File: src/rtl/cheby_out_packer.sv
// Output packer: pairs 16-bit samples into 32-bit words and stages them
// in a small queue ahead of the output FIFO, flushing lone halves on idle.
module cheby_out_packer #(
    parameter int          DEPTH        = 8,
    parameter int          FLUSH_CYCLES = 64,
    parameter logic [15:0] PAD          = 16'h0000
) (
    input  logic        bus_clk,
    input  logic        user_r_read_32_open,
    input  logic [15:0] din,
    input  logic        din_v,
    input  logic        flush,
    output logic [31:0] fifo_din,
    output logic        fifo_wr_en,
    input  logic        fifo_full,
    output logic        pending,
    output logic        overflow,
    output logic [31:0] word_cnt,
    output logic [15:0] pad_cnt
);

    localparam int AW = $clog2(DEPTH);
    localparam int IW = $clog2(FLUSH_CYCLES) + 1;
    localparam logic [IW-1:0] IDLE_MAX = IW'(FLUSH_CYCLES - 1);

    logic [31:0]   r_mem [DEPTH];
    logic [AW:0]   r_wp;
    logic [AW:0]   r_rp;
    logic [15:0]   r_lo;
    logic          r_pend;
    logic [IW-1:0] r_idle;
    logic          r_ovf;
    logic [31:0]   r_wcnt;
    logic [15:0]   r_pcnt;

    logic          w_empty;
    logic          w_full;
    logic          w_pop;
    logic          w_pair;
    logic          w_pad;
    logic          w_push;
    logic          w_accept;
    logic [31:0]   w_word;

    assign w_empty  = (r_wp == r_rp);
    assign w_full   = (r_wp[AW] != r_rp[AW]) &&
                      (r_wp[AW-1:0] == r_rp[AW-1:0]);
    assign w_pop    = !w_empty && !fifo_full;
    assign w_pair   = din_v && r_pend;
    // din_v wins over flush/timeout: the held half always pairs first
    assign w_pad    = !din_v && r_pend && (flush || r_idle == IDLE_MAX);
    assign w_push   = w_pair || w_pad;
    assign w_word   = w_pair ? {din, r_lo} : {PAD, r_lo};
    assign w_accept = w_push && (!w_full || w_pop);

    assign fifo_wr_en = w_pop;
    assign fifo_din   = w_empty ? 32'h0 : r_mem[r_rp[AW-1:0]];
    assign pending    = r_pend;
    assign overflow   = r_ovf;
    assign word_cnt   = r_wcnt;
    assign pad_cnt    = r_pcnt;

    always_ff @(posedge bus_clk) begin
        if (user_r_read_32_open && w_accept) begin
            r_mem[r_wp[AW-1:0]] <= w_word;
        end
    end

    always_ff @(posedge bus_clk) begin
        if (!user_r_read_32_open) begin
            r_wp   <= '0;
            r_rp   <= '0;
            r_lo   <= '0;
            r_pend <= 1'b0;
            r_idle <= '0;
            r_ovf  <= 1'b0;
            r_wcnt <= '0;
            r_pcnt <= '0;
        end else begin
            if (din_v) begin
                r_pend <= !r_pend;
                if (!r_pend) begin
                    r_lo <= din;
                end
            end else if (w_pad) begin
                r_pend <= 1'b0;
            end

            if (din_v || !r_pend || w_pad) begin
                r_idle <= '0;
            end else begin
                r_idle <= r_idle + 1'b1;
            end

            if (w_pad && r_pcnt != 16'hFFFF) begin
                r_pcnt <= r_pcnt + 16'd1;
            end

            if (w_pop) begin
                r_rp   <= r_rp + 1'b1;
                r_wcnt <= r_wcnt + 32'd1;
            end

            if (w_accept) begin
                r_wp <= r_wp + 1'b1;
            end else if (w_push) begin
                r_ovf <= 1'b1;
            end
        end
    end

endmodule

File: config.mk
export PLATFORM = sky130hd
export DESIGN_NAME = cheby_out_packer
export DESIGN_NICKNAME = d
export VERILOG_FILES = /design/src/rtl/cheby_out_packer.sv
export SDC_FILE = /design/constraint.sdc
export NUM_CORES = 1
export LEC_CHECK = 0
export CAP_MARGIN = 20
export CORE_MARGIN = 1
export CORE_UTILIZATION = 45
export DETAILED_ROUTE_END_ITERATION = 16
export PLACE_DENSITY = 0.64
export SLEW_MARGIN = 20
export SYNTH_ARGS = -nofsm -noshare
export SYNTH_HDL_FRONTEND = slang
export SYNTH_SLANG_ARGS = --single-unit
File: constraint.sdc
create_clock -name bus_clk -period 7.79 [get_ports bus_clk]
set_input_delay 0.779 -clock bus_clk [delete_from_list [all_inputs] [get_ports bus_clk]]
set_output_delay 0.779 -clock bus_clk [all_outputs]
set_load 0.1 [all_outputs]
After elaboration in Yosys (flattened, before gate mapping)

Memories as Yosys holds them, arrays and structs flattened. A register that Yosys moved wholly into a read port is not among the register bits.
Index checks and enable logic that the tools add are counted.

Bitwise gates (word level): 3
Reductions and logical operators: 22
Mux-type cells: 8
Equal/unequal tests: 5
Add/sub/neg operators: 5

Operators with widths:

| cell                    | number |
|---|---|
| $mux W32                | 2 |
| $add A32 B1 Y32 const B | 1 |
| $add A16 B1 Y16 const B | 1 |
| $ne A16 B16 Y1 const B  | 1 |
| $add A4 B1 Y4 const B   | 2 |
| $logic_and A1 B1 Y1     | 8 |
| $add A7 B1 Y7 const B   | 1 |
| $eq A7 B6 Y1 const B    | 1 |
| $mux W3                 | 2 |
| $logic_not A1 Y1        | 5 |
| $logic_or A1 B1 Y1      | 5 |
| $eq A4 B4 Y1            | 1 |
| $mux W1                 | 4 |
| $reduce_and A2 Y1       | 2 |
| $eq A3 B3 Y1            | 1 |
| $not A1 Y1              | 3 |
| $reduce_bool A2 Y1      | 1 |
| $reduce_or A2 Y1        | 1 |
| $ne A1 B1 Y1            | 1 |

Logic and storage cells: 52
Register bits after elaboration: 81
Memory bits (writable): 256
Input bits: 21
Memories kept: 1
Output and inout bits: 83

Memory list:

| name  | depth | width | rd ports | clocked after Yosys merged registers in | wr ports | RTL line | text |
|---|---|---|---|---|---|---|---|
| r_mem | 8     | 32    | 1        | 1                                       | 1        | 26       | `logic [31:0] r_mem [DEPTH];` |

Longest topological paths before layout

Gate-level depths: netlist (run 1).

Word-level depth: 8
Mapped depth: 8
Depth with buffers taken out: 6

Worst setup path after synthesis (run 1)

No wires, ideal clock.

Path kind: reg-to-reg
Start point: register r_pend (netlist: pending)
End point: memory r_mem[0][0] (enable)
Required time: 7.288 ns
Setup slack: 2.596 ns
Data arrival time: 4.693 ns
Path buffers: 1
Stages on the path, launching flop included: 6
Cell sequence: dfxtp_1 > o21a_1 > a41o_1 > o21ai_2 > buf_2 > nor4_1

Cells in the longest elaborated chain, start to end: 7
Elaborated cells between the ends (all ways): 8
Those cells by class: 2 x mux; 6 x reduce/logical

Ends and longest elaborated chain:

| item                              | RTL line | text |
|---|---|---|
| from (decl)                       | 30       | `logic r_pend;` |
| from (signal assigned)            | 81       | `r_pend <= !r_pend;` |
| $logic_and A1 B1 Y1 (2 in series) | 51       | `assign w_pad = !din_v && r_pend && (flush \|\| r_idle == IDLE_MAX);` |
| $logic_or A1 B1 Y1 (*)            | 52       | `assign w_push = w_pair \|\| w_pad;` |
| $logic_and A1 B1 Y1 (*)           | 54       | `assign w_accept = w_push && (!w_full \|\| w_pop);` |
| $logic_and A1 B1 Y1 (*)           | 64       | `if (user_r_read_32_open && w_accept) begin` |
| $mux W1 (*)                       | 64       |  |
| $mux W1 (implied by the code) (*) | 65       | `r_mem[r_wp[AW-1:0]] <= w_word;` |
| to (decl)                         | 26       |  |

Every way passes the cells marked *; elsewhere a longest branch is shown, timed or not.

==> metrics, run 1 <==
Worst Setup Start Kind flop; CP Cell Sequence buf_4, mux4_2, mux2i_1, nor2_1, clkdlybuf4s50_1; Inserted Clock Buffers 36; grt ovf 0; fmax 0.215 GHz; Crit-path slowest cell clkdlybuf4s50_1; Clock Latency Late Sink 0.51 ns; YS warnings 0; Setup Viol. Count Final 0; Core Area 29600 um2; Initial Util 45.6%; skew final 0.00974 ns; Crit. End Element output pin; Final nets 1005; clock transition at the registers of the reported paths 0.06 ns; via-per-instance ratio 5.51; Slew @ Worst Pin 1.03 ns; cts hold-fix bufs 0; Mapped Area 13500 um2; initial antenna violation count 0; Worst Path Arrival 3.86 ns; number of max-cap violations 0; required time of the critical path 7.01 ns; Setup CP Type reg -> out; ys async rst share 0%; RR Endpoint r_mem[3][20]; # diodes 0; CTS tree done; internal power 3.03 mW; Top-Level Pins 104; first-pass GRT wire length 44.2 mm; share of layout cells above drive strength 1 15.7%; Tot Pwr 4.16 mW; Syn Inst Count 865; CTS root buffer clkbuf_16; syn nets 891; 1st-pass router iterations 4; Total GRT Usage 19.0%; DRC 0; area grow syn2layout 19.1%; number of post-CTS setup repair buffers 0; crit path time final 4.64 ns; Crit Path Max Fanout 44; placed wire-length estimate 16.4 mm; Max clock buf depth 3; CP Buf/Inv Count 2; Crit path max-delay family buffers and inverters; Post-Route WL 28.4 mm; EDFF count, synth 256; Logic pwr share 14.8%; commonest cells after routing, fill and taps aside edfxtp_1 (256), clkdlybuf4s50_1 (103), nor2_1 (83); Top FF cell, synth edfxtp_1; setup TNS 0 ns; Final period util 59.6%; row cnt 63; Peak VDD IR 0.000162 V; Worst R2R Path Depth 5; Clock power frac 37.3%; sequential fraction of the synthesis area 69.3%; worst r2r src r_wp[0]; post-route ant nets 0; Hold Worst Slack 0.443 ns; DIE HEIGHT 175 um; die area 30700 um2; Max-slew headroom 31.4%; Vias 7678; Hold Path Origin r_idle[0]; post-CTS resize count 0; Max Slew Vio Count 0; most common cell after layout, fill and taps aside edfxtp_1; worst hold endpoint r_idle[0]; # port buffers 103; vias in the first global route 7697; Final Hold Viols 0; hold crit path type reg -> reg; sequential power share 47.9%; r2r setup slk 4.91 ns; DR WL/cell 20.4 um; Crit path largest cell delay 1.01 ns; Switching Power 1.12 mW; Die W 175 um; RSZ-0062 raised after global routing no; clk sinks 340; status completed; sw frac 27.0%; drt initial violations 460; Hold Path Stages 1; P_leak 5.05 nW; H-tree depth 2; GPL Wtd Cong 0.747; synth unique cells 48; average size of a mapped cell 15.6 um2; Pwr Density 258 nW/um2; register bit total from synthesis 340; largest net degree at the start of global routing 50
## layer usage
metal | part of all wire, % | GRT usage [%] | vias to the layer above
met3 | 6.2 | 4.18 | 41
met4 | 2.1 | 5.51 | 0
met5 | 0 | 0 | -
met2 | 49 | 31.1 | 213
li1 | - | - | 3535
met1 | 43 | 25.5 | 3889
## kinds of logic after synthesis
kind of cell               after synthesis  synth area share (%)
adders and majority gates                5                 0.463
AOI/OAI and AO/OA                       59                  2.62
xor gates and xnor gates                42                  2.89
muxes                                  100                  13.3
buffers and inverters                   53                  1.66
and+or+nand+nor                        266                  9.76
DFF                                    340                  69.3
## final cells by class
cell class	instances	area (um2)
Inverter	9	36.3
Multi-Input combinational cell	472	3980
Clock buffer	51	998
Tap cell	390	488
Clock inverter	12	61.3
Sequential cell	340	9380
Timing Repair Buffer	120	1160
Fill cell	2482	13500
## metrics by stage
step	utilization [%]	instance area, um2	worst slack (ns)	cells
3_5_place_dp	50.7	15000	3.57	1330
6_report	54.3	16100	3.15	1394
5_1_grt	54.3	16100	2.88	1394
2_1_floorplan	-	13500	2.60	865
4_1_cts	54.3	16100	3.02	1393
3_3_place_gp	50.7	15000	3.60	1330
## synth_stat cells (2+ instances only)
master      n  area share (%)
clkbuf_1   24            0.67
xor2_1     14            0.91
nand4_1    17            0.79
o31ai_1     2            0.11
nor4_1     11            0.51
or3_1      11            0.51
xor2_2      3            0.36
nand2b_1    5            0.23
and4_1      3            0.19
nand2_1    59             1.6
edfxtp_1  256              57
and3_1     19            0.88
mux4_2     64              11
a21oi_1    33             1.2
ha_1        5            0.46
o21ai_0    13            0.48
mux2i_1    36             2.7
inv_1       8            0.22
nor3_1     16            0.59
or4_1       2            0.11
o21a_1      3            0.17
buf_1       2           0.056
nand3_1    23            0.85
dfxtp_1    84              12
nand3_2     3            0.22
nor4_2      2            0.19
nor2_1     84             2.3
xnor2_1    25             1.6
buf_2      18            0.67
and2_1      2           0.093
## how the worst max path moves through the flow
stage | cells after the start | end
finish | 5 | fifo_din[11]
floorplan | 5 | r_mem[0][0]
global placement | 5 | fifo_din[11]
detailed placement | 5 | fifo_din[11]
global route | 5 | fifo_din[11]
CTS | 5 | fifo_din[31]
## power groups by stage
stage / Sequential, mW / Clock (mW) / Combinational (mW)
5_1_grt: 2.00 / 1.65 / 0.644
6_report: 1.99 / 1.55 / 0.615
3_5_place_dp: 2.03 / 0 / 0.622
3_3_place_gp: 2.03 / 0 / 0.621
4_1_cts: 1.99 / 1.58 / 0.623
2_1_floorplan: 2.02 / 0 / 0.483
## flip-flops by register name (all words and copies together) (netlist names), named ones only
register	count
word_cnt	32
r_idle	7
r_lo	16
overflow	1
r_rp	4
pending	1
pad_cnt	16
r_mem	256
r_wp	4
Note: power is estimated with default switching activity, not from simulation.
==> inputs of run 2 (changes only) <==
==> constraint.sdc (replaced) <==
create_clock -name bus_clk -period 4.7 [get_ports bus_clk]
set_input_delay 0.47 -clock bus_clk [delete_from_list [all_inputs] [get_ports bus_clk]]
set_output_delay 0.47 -clock bus_clk [all_outputs]
set_load 0.1 [all_outputs]
==> metrics, run 2 (synthesis results as in run 1) <==
status complete, but fails checks; failing checks design-rule violations; # diodes 0 (unchanged); via-per-instance ratio 5.44 (-1.2%); Setup Viol. Count Final 0 (unchanged); area grow syn2layout 20.5%; Worst Setup Start Kind flop; grt ovf 0 (unchanged); required time of the critical path 4.23 ns (-2.78 ns); H-tree depth 2 (unchanged); Post-Route WL 28.5 mm (+0.23%); P_leak 5.14 nW (+1.9%); CTS tree done; vias in the first global route 7595 (-1.3%); DRC 2 (+2); Vias 7617 (-0.79%); sequential power share 46.1% (-1.8 points); Total GRT Usage 19.0% (-0.021 points); # port buffers 103 (unchanged); Peak VDD IR 0.000247 V (+53%); Pwr Density 440 nW/um2 (+71%); Final period util 86.6%; crit path time final 4.07 ns; number of max-cap violations 0 (unchanged); Clock Latency Late Sink 0.53 ns (+0.02 ns); die area 30700 um2 (unchanged); drt initial violations 579 (+26%); number of post-CTS setup repair buffers 0 (unchanged); DIE HEIGHT 175 um (unchanged); setup ws final 0.631 ns (-2.52 ns); Worst Path Arrival 3.60 ns (-0.26 ns); Slew @ Worst Pin 1.02 ns (-0.00758 ns); post-route ant nets 0 (unchanged); cts hold-fix bufs 0 (unchanged); internal power 5.25 mW (+73%); sw frac 26.8% (-0.22 points); Inserted Clock Buffers 36 (unchanged); fmax 0.246 GHz; Crit Path Max Fanout 32 (-27%); Hold Worst Slack 0.446 ns (+0.00314 ns); first-pass GRT wire length 44.3 mm (+0.28%); Setup CP Type reg -> out; Logic pwr share 14.2% (-0.6 points); DR WL/cell 20.4 um (-0.20%); Max Slew Vio Count 0 (unchanged); initial antenna violation count 0 (unchanged); post-CTS resize count 0 (unchanged); commonest cells after routing, fill and taps aside edfxtp_1 (256), clkdlybuf4s50_1 (103), nor2_1 (83); 1st-pass router iterations 10 (+6); CTS root buffer clkbuf_16; Max clock buf depth 3 (unchanged); setup TNS 0 ns (unchanged); share of layout cells above drive strength 1 17.0% (+1.3 points); Switching Power 1.92 mW (+71%); largest net degree at the start of global routing 39 (-22%); Max-slew headroom 31.9% (+0.51 points); placed wire-length estimate 16.4 mm (+0.14%); clk sinks 340 (unchanged); Crit-path slowest cell clkdlybuf4s50_1; Core Area 29600 um2 (unchanged); skew final 0.0189 ns (+0.00914 ns); RSZ-0062 raised after global routing no; Util after Layout 55.0% (+0.67 points); Crit path largest cell delay 1.00 ns (about the same); row cnt 63 (unchanged); fill cell count 2425 (-2.3%); number of flip-flops in the largest register 256 (unchanged); CP Cell Sequence xor2_2, or3_1, nor2_4, nor2_1, clkdlybuf4s50_1; Setup WS pre-CTS 1.08 ns (-2.49 ns); fin area 16300 um2 (+1.2%); Final Hold Viols 0 (unchanged); most common cell after layout, fill and taps aside edfxtp_1; GPL Wtd Cong 0.765 (+2.4%); Initial Util 45.6% (unchanged); Final nets 1008 (+0.30%); Die W 175 um (unchanged); placed inst area 15100 um2 (+0.37%); clock transition at the registers of the reported paths 0.06 ns (about the same); Crit. End Element output pin; hold crit path type reg -> reg; Top-Level Pins 104 (unchanged); Clock power frac 39.7% (+2.4 points)
-- run 2: changes by cell type in the layout (fill, tap and decap cells not counted), moves of 2 or more --
| cell | change |
|---|---|
| buf_12 | +2 |
| clkbuf_1 | -4 |
| clkinv_1 | -4 |
| clkbuf_8 | +4 |
| bufinv_16 | +3 |
-- run 2: through the flow --
step	cells	total power, mW
final	1400	7.18
after global routing	1400	7.41
after floorplan	865	4.15
after CTS	1400	7.26
after detailed placement	1334	4.41
after global placement	1334	4.40
-- run 2: final timing paths --
kind	from	endpoint	slack, ns	depth (start not counted)
max reg2reg	pending	r_mem[0][12]	1.95	5
max	r_wp[0]	fifo_din[16]	0.63	5
min reg2reg	r_idle[0]	r_idle[0]	0.45	1
min	r_idle[0]	r_idle[0]	0.45	1
-- run 2: routing by layer --
layer	vias to the layer above	part of all wire [%]	track usage (%)
met5	-	0	0
met4	0	1.2	3.99
met3	30	5.7	4.16
met2	180	50	31.6
met1	3859	43	25.6
li1	3548	-	-
-- run 2: layout make-up --
cell class | count | area (um2) | share of cell area, %
timing repair buffer | 123 | 1210 | 7.40
inverter | 9 | 36.3 | 0.223
multi-input combinational | 472 | 3980 | 24.4
clock inverter | 16 | 196 | 1.21
clock buffer | 50 | 1010 | 6.22
sequential | 340 | 9380 | 57.5
tap | 390 | 488 | 2.99
-- run 2: power by group through the flow --
stage	sequential, mW	clock, mW	combinational, mW
global placement	3.37	0	1.03
global route	3.32	3.02	1.07
detailed placement	3.37	0	1.03
CTS	3.31	2.92	1.03
floorplan	3.35	0	0.801
finish	3.31	2.85	1.02
-- run 2: worst max-delay path: cells and delay by family (launching register included) --
kind | cells | cell delay (ns)
xor+xnor | 1 | 0.16
flops | 1 | 0.59
buf+inv | 1 | 1.00
simple gates | 3 | 1.33
==> variant, RTL diff (settings of run 1) <==
Change the parameter `DEPTH` from 8 to 16.
--- a/src/rtl/cheby_out_packer.sv
+++ b/src/rtl/cheby_out_packer.sv
@@ -3,3 +3,3 @@
 module cheby_out_packer #(
-    parameter int          DEPTH        = 8,
+    parameter int          DEPTH        = 16,
     parameter int          FLUSH_CYCLES = 64,
Behaviour: same outputs for any inputs over 4 cycles, from zero or initial values; that may be too few to reach the edited logic, so the function may still have changed.
==> variant against run 1 <==
  * Sequential cell count rose by 259
  * Sequential share of layout area up 4.0 points
  * Worst setup slack got worse by 0.40 ns
  * Utilization decreased by 0.93 points
  * Area after synthesis grew 75%
  * Final area increased by 71%
  * Count of clock-buffer cells in the layout grew 33
  * Total power increased by 73%
  * Routed wire length up 88%
  * Clock skew increased by 0.014 ns
  * First-iteration DRC count is 140% higher
  * Synthesized cell count up 44%
  * Critical path type unchanged
  * Largest power group unchanged
==> variant: results (changes against run 1) <==
| Metric | Value |
|---|---|
| Status | complete, no violations (unchanged) |
| Top cells by area, synth | edfxtp_1 65%, mux4_2 15%, dfxtp_1 7.4% (was edfxtp_1 57%, dfxtp_1 12%, mux4_2 11%) |
| Class of the worst hold path | reg2reg (unchanged) |
| CTS buffer count | 59 (was 36) |
| VDD IR max | 0.000183 V (was 0.000162 V) |
| Post-synthesis mux area share | 15.8% (was 13.3%) |
| DRT Pass-1 Iters | 5 (was 4) |
| Seq/Total Area, Yosys | 72.5% (was 69.3%) |
| Critical R2R Launch | r_idle[0] (was r_wp[0]) |
| P_seq | 3530 uW (was 1990 uW) |
| First-pass GRT wire length | 79,300 um (was 44,200 um) |
| Nets | 1,404 (was 1,005) |
| RR Endpoint | r_mem[8][16] (was r_mem[3][20]) |
| Skew final | 0.0236 ns (was 0.00974 ns) |
| Synth Area in XOR/XNOR | 1.48% (was 2.89%) |
| Arrival time worst endpoint | 4.26 ns (was 3.86 ns) |
| Lkg Pwr | 0.00852 uW (was 0.00505 uW) |
| Placed instance count | 1,994 (was 1,330) |
| Skew-Pair Late Insertion Delay | 0.63 ns (was 0.51 ns) |
| Post-synthesis compound-gate area fraction | 2.23% (was 2.62%) |
| Final hold vios | 0 (unchanged) |
| Adder-cell share of the synthesized area | 0.424% (was 0.463%) |
| Post-Syn Nets | 1,276 (was 891) |
| Largest net degree at the start of global routing | 82 (was 50) |
| Internal | 5480 uW (was 3030 uW) |
| Total track usage | 20.4% (was 19.0%) |
| Clock transition at the registers of the reported paths | 0.06 ns (about the same) |
| Synthesis Warnings | 0 (unchanged) |
| Max FFs per register | 512 (was 256) |
| Detailed Route Iter0 Violations | 1,114 (was 460) |
| Sw Ratio | 23.9% (was 27.0%) |
| Final GP Congestion | 0.765 (was 0.747) |
| Post-DP HPWL | 27,600 um (was 16,400 um) |
| Vias per cell | 5.79 (was 5.51) |
| Maximum net fanout on the critical path | 48 (was 44) |
| Clock share of power | 40.3% (was 37.3%) |
| FFs w/ async S/R, synth | 0% (unchanged) |
| R2r worst-path depth | 7 (was 5) |
| Most frequent cells after synthesis | 512 x edfxtp_1, 160 x mux4_2, 87 x dfxtp_1 (was 256 x edfxtp_1, 84 x dfxtp_1, 84 x nor2_1) |
| Layout cells sized above 1 | 21.6% (was 15.7%) |
| Finished Layout Cells | 2,106 (was 1,394) |
| Number of distinct library cells after synthesis | 49 (was 48) |
| Slew @ Worst Pin | 1.03 ns (about the same) |
| Post-synth EDFFs | 512 (was 256) |
| FF-to-FF setup slack | 4.46 ns (was 4.91 ns) |
| Vias in the first global route | 12,499 (was 7,697) |
| Gate Count Post-Synth | 1,247 (was 865) |
| Routed WL | 53,600 um (was 28,400 um) |
==> variant: worst register-to-register path, stage by stage (launching register included) <==
cell and delay, ns:
dfxtp_1 0.35, ha_1 0.22, nand4_1 0.15, o21a_1 0.35, a32o_1 0.52, nor3b_1 0.50
and3_2 0.26, buf_4 0.59
==> variant: area by class of cell <==
class	count	area (um^2)
fillers	4066	24000
flip-flops and latches	599	17100
multi-input cells	563	6170
clock buffers	84	1650
repair buffers	135	1280
well taps	680	851
clock inverters	27	355
inverters	17	63.8
diodes	1	2.50
==> variant: through the flow <==
stage	cell area (um^2)	hold slack (ns)	setup WS, ns
floorplan	23600	0.418	2.13
global placement	25500	0.430	3.34
CTS	27500	0.452	2.67
detailed placement	25500	0.438	3.33
finish	27500	0.455	2.75
global route	27500	0.484	2.60
==> variant: worst max-delay path by stage <==
stage | to | slack [ns] | cells past startpoint | from
floorplan | r_mem[0][0] | 2.13 | 7 | pending
global placement | fifo_din[9] | 3.34 | 5 | register
detailed placement | fifo_din[15] | 3.33 | 5 | register
CTS | fifo_din[15] | 2.67 | 5 | register
global route | fifo_din[15] | 2.60 | 5 | register
finish | fifo_din[15] | 2.75 | 5 | register
==> variant: kinds of logic (layout without fill, tap and decap cells) <==
group / Yosys count / in the layout
AND/OR/NAND/NOR: 261 / 261
buffers and inverters: 85 / 263
XOR/XNOR: 40 / 40
AO/OA/AOI/OAI: 82 / 82
other: 0 / 1
flip-flops: 599 / 599
multiplexers: 172 / 172
adder cells (fa/ha/maj): 8 / 8
==> variant: per-layer routing <==
layer	global-route usage [%]	vias up	routed length (um)
met3	4.08	61	3900
met4	5.24	0	850
met2	33.5	434	26300
li1	-	5268	-
met1	28.0	6422	22500
met5	0	-	0
